[src/rtl/branch_resolver_pkg.sv]
// branch_resolver_pkg: queue entry layout and resolver FSM encodings
package branch_resolver_pkg;
  localparam int ENTRY_W = 65;
  localparam int PRED_BIT = 64;
  localparam int TARGET_HI = 63;
  localparam int TARGET_LO = 32;
  localparam int FALLTHRU_HI = 31;
  localparam int FALLTHRU_LO = 0;
  typedef enum logic {IDLE = 1'b0, FLUSH = 1'b1} state_t;
endpackage

[src/rtl/branch_resolver_fifo.sv]
// branch_resolver_fifo: in-order prediction queue with synchronous clear
module branch_resolver_fifo
  import branch_resolver_pkg::*;
#(
  parameter int DEPTH = 2,
  parameter int W = ENTRY_W
) (
  input  logic                   clk,
  input  logic                   reset,
  input  logic                   push,
  input  logic                   pop,
  input  logic                   clear,
  input  logic [W-1:0]           din,
  output logic [W-1:0]           dout,
  output logic                   full,
  output logic                   empty,
  output logic [$clog2(DEPTH):0] count
);
  localparam int AW = $clog2(DEPTH);
  logic [W-1:0] mem [DEPTH];
  logic [AW-1:0] wp, rp;
  logic wr, rd;
  assign rd = pop & ~empty;
  assign wr = push & (~full | rd);
  assign full = count == (AW+1)'(DEPTH);
  assign empty = count == '0;
  assign dout = mem[rp];
  always_ff @(posedge clk) begin
    if (reset || clear) begin
      wp <= '0;
      rp <= '0;
      count <= '0;
    end else begin
      wp <= wp + AW'(wr);
      rp <= rp + AW'(rd);
      count <= count + (AW+1)'(wr) - (AW+1)'(rd);
    end
  end
  always_ff @(posedge clk) begin
    if (wr) mem[wp] <= din;
  end
endmodule

[src/rtl/branch_resolver.sv]
// branch_resolver: checks predictions at resolve, redirects/flushes on mismatch, trains predictor (BRANCH_RESOLVER_STATS_EN adds counters)
module branch_resolver
  import branch_resolver_pkg::*;
#(
  parameter int DEPTH = 2,
  parameter int FLUSH_CYCLES = 2,
  parameter int CNT_W = 32
) (
  input  logic                   clk,
  input  logic                   reset,
  input  logic                   push_valid,
  input  logic                   push_pred,
  input  logic [31:0]            push_target,
  input  logic [31:0]            push_fallthru,
  input  logic                   resolve_valid,
  input  logic                   resolve_taken,
  output logic                   flush_out,
  output logic                   redirect_valid,
  output logic [31:0]            redirect_pc,
  output logic                   update_valid,
  output logic                   update_taken,
  output logic [$clog2(DEPTH):0] occupancy,
  output logic                   err_overflow,
  output logic                   err_underflow
`ifdef BRANCH_RESOLVER_STATS_EN
  ,
  output logic [CNT_W-1:0]       stat_branches,
  output logic [CNT_W-1:0]       stat_mispredicts
`endif
);
  localparam int CW = $clog2(FLUSH_CYCLES + 1);
  logic [ENTRY_W-1:0] head;
  logic full, empty, do_pop, do_push, mismatch;
  state_t state, state_nx;
  logic [CW-1:0] cnt;
  assign do_pop = resolve_valid & ~empty;
  assign mismatch = do_pop & (resolve_taken != head[PRED_BIT]);
  assign do_push = push_valid & (state == IDLE) & ~mismatch;
  branch_resolver_fifo #(.DEPTH(DEPTH), .W(ENTRY_W)) u_fifo (
    .clk(clk),
    .reset(reset),
    .push(do_push),
    .pop(do_pop),
    .clear(mismatch),
    .din({push_pred, push_target, push_fallthru}),
    .dout(head),
    .full(full),
    .empty(empty),
    .count(occupancy)
  );
  always_ff @(posedge clk) begin
    if (reset) begin
      state <= IDLE;
      cnt <= '0;
    end else begin
      state <= state_nx;
      cnt <= mismatch ? CW'(FLUSH_CYCLES - 1) : (state == FLUSH && cnt != '0) ? cnt - 1'b1 : cnt;
    end
  end
  always_comb begin
    state_nx = mismatch ? FLUSH : (state == FLUSH && cnt == '0) ? IDLE : state;
  end
  always_comb begin
    flush_out = state == FLUSH;
  end
  always_ff @(posedge clk) begin
    if (reset) begin
      update_valid <= 1'b0;
      update_taken <= 1'b0;
      redirect_valid <= 1'b0;
      redirect_pc <= '0;
      err_overflow <= 1'b0;
      err_underflow <= 1'b0;
    end else begin
      update_valid <= do_pop;
      update_taken <= do_pop & resolve_taken;
      redirect_valid <= mismatch;
      if (mismatch) redirect_pc <= resolve_taken ? head[TARGET_HI:TARGET_LO] : head[FALLTHRU_HI:FALLTHRU_LO];
      err_overflow <= err_overflow | (push_valid & (state == IDLE) & full & ~resolve_valid);
      err_underflow <= err_underflow | (resolve_valid & empty);
    end
  end
`ifdef BRANCH_RESOLVER_STATS_EN
  always_ff @(posedge clk) begin
    if (reset) begin
      stat_branches <= '0;
      stat_mispredicts <= '0;
    end else begin
      if (do_pop && stat_branches != '1) stat_branches <= stat_branches + 1'b1;
      if (mismatch && stat_mispredicts != '1) stat_mispredicts <= stat_mispredicts + 1'b1;
    end
  end
`else
  logic unused_cnt_w;
  assign unused_cnt_w = ^CNT_W;
`endif
endmodule

[config.mk]
export PLATFORM = sky130hd
export DESIGN_NAME = branch_resolver
export DESIGN_NICKNAME = d
export VERILOG_FILES = /design/src/rtl/branch_resolver_pkg.sv /design/src/rtl/branch_resolver_fifo.sv /design/src/rtl/branch_resolver.sv
export SDC_FILE = /design/constraint.sdc
export NUM_CORES = 1
export LEC_CHECK = 0
export CORE_MARGIN = 1
export CORE_UTILIZATION = 52
export CTS_CLUSTER_DIAMETER = 150
export DETAILED_ROUTE_END_ITERATION = 7
export PLACE_DENSITY = 0.83
export SKIP_CTS_REPAIR_TIMING = 1
export SYNTH_ARGS = -nofsm -noshare
export SYNTH_HDL_FRONTEND = slang
export SYNTH_SLANG_ARGS = --single-unit
[constraint.sdc]
create_clock -name clk -period 4.2 [get_ports clk]
set_input_delay 0.84 -clock clk [delete_from_list [all_inputs] [get_ports clk]]
set_output_delay 0.84 -clock clk [all_outputs]
set_load 0.05 [all_outputs]
==> Yosys cells after proc, flatten, opt, wreduce, memory -nomap -nowiden <==
Memory sizes are Yosys's and may differ from the RTL's. A register that Yosys moved wholly into a read port is not among the register bits.
Cells that the tools add are included.
{ "totals": {"mem_bits_rw": 130, "output_inout_bits": 40, "memories": 1, "input_bits": 70, "ff_bits": 44} }
{ "mem_list": {"columns": ["memory", "depth", "width", "read_ports", "rd_ports_with_merged_regs", "wr", "line", "text"], "rows": [
  ["u_fifo.mem", 2, 65, 1, 1, 1, "branch_resolver_fifo.sv:20", "logic [W-1:0] mem [DEPTH];"]
]} }
{ "op_classes": {"bitwise_logic": 18, "muxes": 8, "reduce_logical": 9, "eq_ne": 2, "add_sub_neg": 5} }
{ "op_table": {"columns": ["op", "count"], "rows": [
  ["32-bit two-way mux", 1],
  ["1-bit bitwise AND", 10],
  ["1-bit two-way mux", 7],
  ["2-bit nonzero test", 3],
  ["1-bit inverter", 5],
  ["2-bit zero test", 2],
  ["1-bit OR", 3],
  ["1-bit adder", 2],
  ["2-bit by 1-bit adder with 2-bit output", 1],
  ["2-bit equality test, second input constant", 1],
  ["1-bit logical AND", 2],
  ["2-bit OR reduction", 1],
  ["2-bit by 1-bit subtractor with 2-bit output", 1],
  ["2-bit by 1-bit subtractor with 2-bit output, second input constant", 1],
  ["1-bit logical OR", 1],
  ["1-bit inequality test", 1]
]} }

==> Longest topological paths before layout <==
{ "logic_depth": {"word_depth": 9, "mapped_depth": 8} }

==> By module <==
A second synthesis with hierarchy kept.
{ "hier_totals": {"cells_unflattened": 406, "hier_area_um2": 6842.8} }
{ "modules_own_cells": {"columns": ["mod", "cells_each", "area_per_inst_um2", "instances"], "rows": [
  ["branch_resolver_fifo", 230, 4916.0, 1],
  ["branch_resolver", 176, 1926.8, 1]
]} }

==> Worst setup path before layout <==
OpenSTA, ideal clock, no wires.
{ "synth_timing": {"kind": "input-to-reg", "from": "input resolve_taken", "to": "memory u_fifo.mem[0][0] in the netlist's numbering (enable)", "n_path_buf": 1, "t_arrival_ns": 3.161, "slack_ns": 0.609, "cell_stages": 5, "path_cell_list": "buf_2 > xor2_2 > nor2_1 > nor3_1 > ha_1"} }
{ "synth_between": {"elab_chain_cells": 7} }
{ "synth_rtl": {"columns": ["item", "line", "text"], "rows": [
  ["from (decl)", "branch_resolver.sv:16", "input logic resolve_taken,"],
  ["1-bit inequality test", "branch_resolver.sv:37", "assign mismatch = do_pop & (resolve_taken != head[PRED_BIT]);"],
  ["1-bit bitwise AND", "branch_resolver.sv:37", null],
  ["1-bit inverter", "branch_resolver.sv:38", "assign do_push = push_valid & (state == IDLE) & ~mismatch;"],
  ["1-bit bitwise AND", "branch_resolver.sv:38", null],
  ["1-bit bitwise AND", "branch_resolver_fifo.sv:24", "assign wr = push & (~full | rd);"],
  ["1-bit two-way mux", "branch_resolver_fifo.sv:40", "if (wr) mem[wp] <= din;"],
  ["1-bit two-way mux (not written as such)", "branch_resolver_fifo.sv:40", null],
  ["to (decl)", "branch_resolver_fifo.sv:20", null]
]} }
Every way passes these cells.

==> Worst setup path in the final report <==
{ "layout_timing": {"from": "input resolve_valid", "to": "memory u_fifo.mem[1][55] in the netlist's numbering (enable)"} }
{ "layout_between": {"elab_chain_cells": 7, "word_cells_on_any_way": 9, "classes_between": "mux (2); bitwise (7)"} }
{ "layout_rtl": {"columns": ["item", "line", "text"], "rows": [
  ["from (decl)", "branch_resolver.sv:15", "input logic resolve_valid,"],
  ["1-bit bitwise AND (*)", "branch_resolver.sv:36", "assign do_pop = resolve_valid & ~empty;"],
  ["1-bit bitwise AND", "branch_resolver.sv:37", null],
  ["1-bit inverter", "branch_resolver.sv:38", null],
  ["1-bit bitwise AND", "branch_resolver.sv:38", null],
  ["1-bit bitwise AND (*)", "branch_resolver_fifo.sv:24", null],
  ["1-bit two-way mux (*)", "branch_resolver_fifo.sv:40", null],
  ["1-bit two-way mux (not written as such) (*)", "branch_resolver_fifo.sv:40", null]
]} }
Every way passes the cells marked *; elsewhere a longest branch is shown, timed or not.

==> results.yml <==
placed_design:
  post-place-ws_ns: 0.8049
  gp_congestion: 0.7022
  place_inst: 612
  numPortBuffers: 109
  dp_hpwl_mm: 7.755
pwr:
  p_per_area_nw_per_um2: 609.7
  leakage_nw: 2.702
  peakVddDrop_mv: 0.3358
sta:
  rsz0062_at_grt: "false"
  slew_viol_final: 0
  hold_ws_ns: 0.4733
  finalCriticalPeriod_ns: 2.944
  finClkSkew_ns: 0.008568
  finalSetupTns_ns: 0
  fin_crit_sh_pct: 70.09
  setup_violations: 0
  max_freq_ghz: 0.3397
  hold_viol: 0
  max-slew-margin-rel_pct: 41.66
  fin_ws_ns: 1.256
  worst_pin_slew_ns: 0.8752
critical_path:
  cp_cell_sequence: "clkdlybuf4s50_1, nor3b_1, nor2_1, and3_2, buf_4"
  crit_buf_inv: 2
  crit_slowest_cell: "and3_2"
  crit_fanout: 35
  critical_path_arrival_ns: 3.01
  cp-end-kind: "flip-flop"
  crit_type: "in -> reg"
  cp_top_family: "buffers and inverters"
  cpPeakStageDelay_ns: 0.73
  cp.required_ns: 4.26
  start_kind: "input port"
clock_network:
  clock_latency_ns: 0.42
  clkTransAtPathRegs_ns: 0.06
  clk_path_buf_depth: 2
  cts_buffers: 17
  cts_tree: "yes"
  clock-root-buffer: "clkbuf_16"
  htree_levels: 4
  clkSinkCount: 174
yosys:
  ys_seq_elements: 174
  yosysWarningCount: 0
  synthFlopType: "edfxtp_1"
  syn_inst: 374
  synth_commonest_cells: "edfxtp_1, dfxtp_1, a21oi_1"
  netlist.area_leader.share_pct: 60.83
  synth_area_um2: 6417
  synth_most_common_cell: "edfxtp_1"
  synth_nets: 447
  netlist_top_cells_area: "edfxtp_1, dfxtp_1, mux4_2"
  synth-edff-count: 130
  syn_area_per_cell_um2: 17.16
  synth.largest_area_cell: "edfxtp_1"
  yosysUniqueCellTypes: 28
  synthAdderAreaFrac_pct: 0.5849
  synthMuxAreaShare_pct: 11.58
  synth_top_family_by_area: "multiplexers"
  synth_compound_area_share_pct: 5.713
  synth-async-reset-ratio_pct: 0
  synth_xor_area_share_pct: 1.189
  synth-seq-area-share_pct: 74.56
  synthSimpleGateAreaFrac_pct: 4.094
grt:
  grt_pass1_vias: 3898
  grt_max_degree: 66
  grt_pass1_wl_mm: 20.47
  antenna_found_initial: 0
  grtUsageTotal_pct: 22.36
  grt_overflow: 0
worst_hold_path:
  hold_class: "reg -> reg"
drt:
  ant_nets: 0
  firstDrtPassIters: 5
  drc: 0
  routed_wirelength_mm: 12.94
  drt-vias-per-instance: 5.835
  via_count: 3758
  wl_per_cell_um: 20.10
  drt_iter0_drc: 276
finish:
  final_cells: 644
  antenna_cells: 0
  nNetsFinal: 557
  area_growth_syn_to_layout_pct: 29.64
  drive_above_1_share_pct: 15.90
floorplanning:
  initial_core_util_pct: 53.43
  die_x_um: 113.1
  ios: 110
  core_um2: 12010
  row_count: 40
  fp.dieH_um: 113.1
  dieArea_um2: 12790
outcome:
  status: "complete, no violations"
run:
  drv_cap: 0
## worst reg2reg max path, stage by stage (launching register included)
cell,delay (ns)
edfxtp_1,0.45
mux2i_4,0.32
xnor2_4,0.09
nand2_1,0.09
and3_2,0.70
buf_4,0.55
## layout make-up
| cell class | count | area (um2) |
|---|---|---|
| Multi-Input combinational cell | 168 | 1524 |
| Fill cell | 805 | 3692 |
| Inverter | 6 | 22.52 |
| Sequential cell | 174 | 4786 |
| Timing Repair Buffer | 117 | 1154 |
| Clock buffer | 24 | 525.5 |
| Clock inverter | 8 | 123.9 |
| Tap cell | 147 | 183.9 |
## cells by family after synthesis
logic type / after synthesis
AOI/OAI and AO/OA: 71
xor gates and xnor gates: 7
adders and majority gates: 3
buffers and inverters: 32
DFF: 174
muxes: 33
and+or+nand+nor: 54
## metrics by stage
stage	total power [mW]	utilization, %	cell area (um2)
finish	5.073	69.26	8319
global route	5.270	69.26	8319
CTS	5.111	69.26	8319
detailed placement	3.428	63.85	7670
global placement	3.378	63.85	7670
floorplan	3.053	-	6417
## final timing paths
| kind | startpoint | endpoint | slack [ns] | cells after the start |
|---|---|---|---|---|
| setup / recovery | resolve_valid | u_fifo.mem[1][55] | 1.26 | 5 |
| hold / removal | err_underflow | err_underflow | 0.47 | 2 |
| setup reg to reg | u_fifo.mem[0][64] | u_fifo.mem[1][55] | 1.63 | 5 |
| hold reg to reg | err_underflow | err_underflow | 0.47 | 2 |
## power breakdown
group | internal [mW] | switching, mW
registers | 2.20 | 0.106
clock network | 1.06 | 0.621
logic | 0.419 | 0.673
total | 3.67 | 1.40
## cells in the final DEF, fill, tap and decap left out, types with 2 or more instances in the layout
master and n:
dfxtp_1 43, xor2_1 3, o21ai_1 17, ha_1 2, xnor2_1 2, inv_1 5
clkinvlp_4 2, nor2_1 10, clkinv_2 2, a21oi_1 36, nand3_1 32, clkbuf_1 3
clkbuf_16 20, bufinv_16 3, buf_4 7, clkdlybuf4s50_1 107, edfxtp_1 130, o21ai_0 15
buf_2 2, nor3_1 7, mux4_2 32
## flip-flops by register name, indices dropped and copies added, names as in the netlist
signal          flops
cnt                 2
err_overflow        1
err_underflow       1
flush_out           1
redirect_pc        32
redirect_valid      1
u_fifo.count        2
u_fifo.mem        130
u_fifo.rp           1
u_fifo.wp           1
update_taken        1
update_valid        1
## layer usage
layer / vias to the layer above / share of wire (%) / GRT usage [%]
met5: - / 0 / 0
met4: 0 / 2.6 / 12.81
met3: 28 / 6.2 / 4.874
met2: 165 / 54 / 38.32
met1: 1884 / 37 / 26.21
li1: 1681 / - / -
Note: power is estimated with default switching activity, not from simulation.
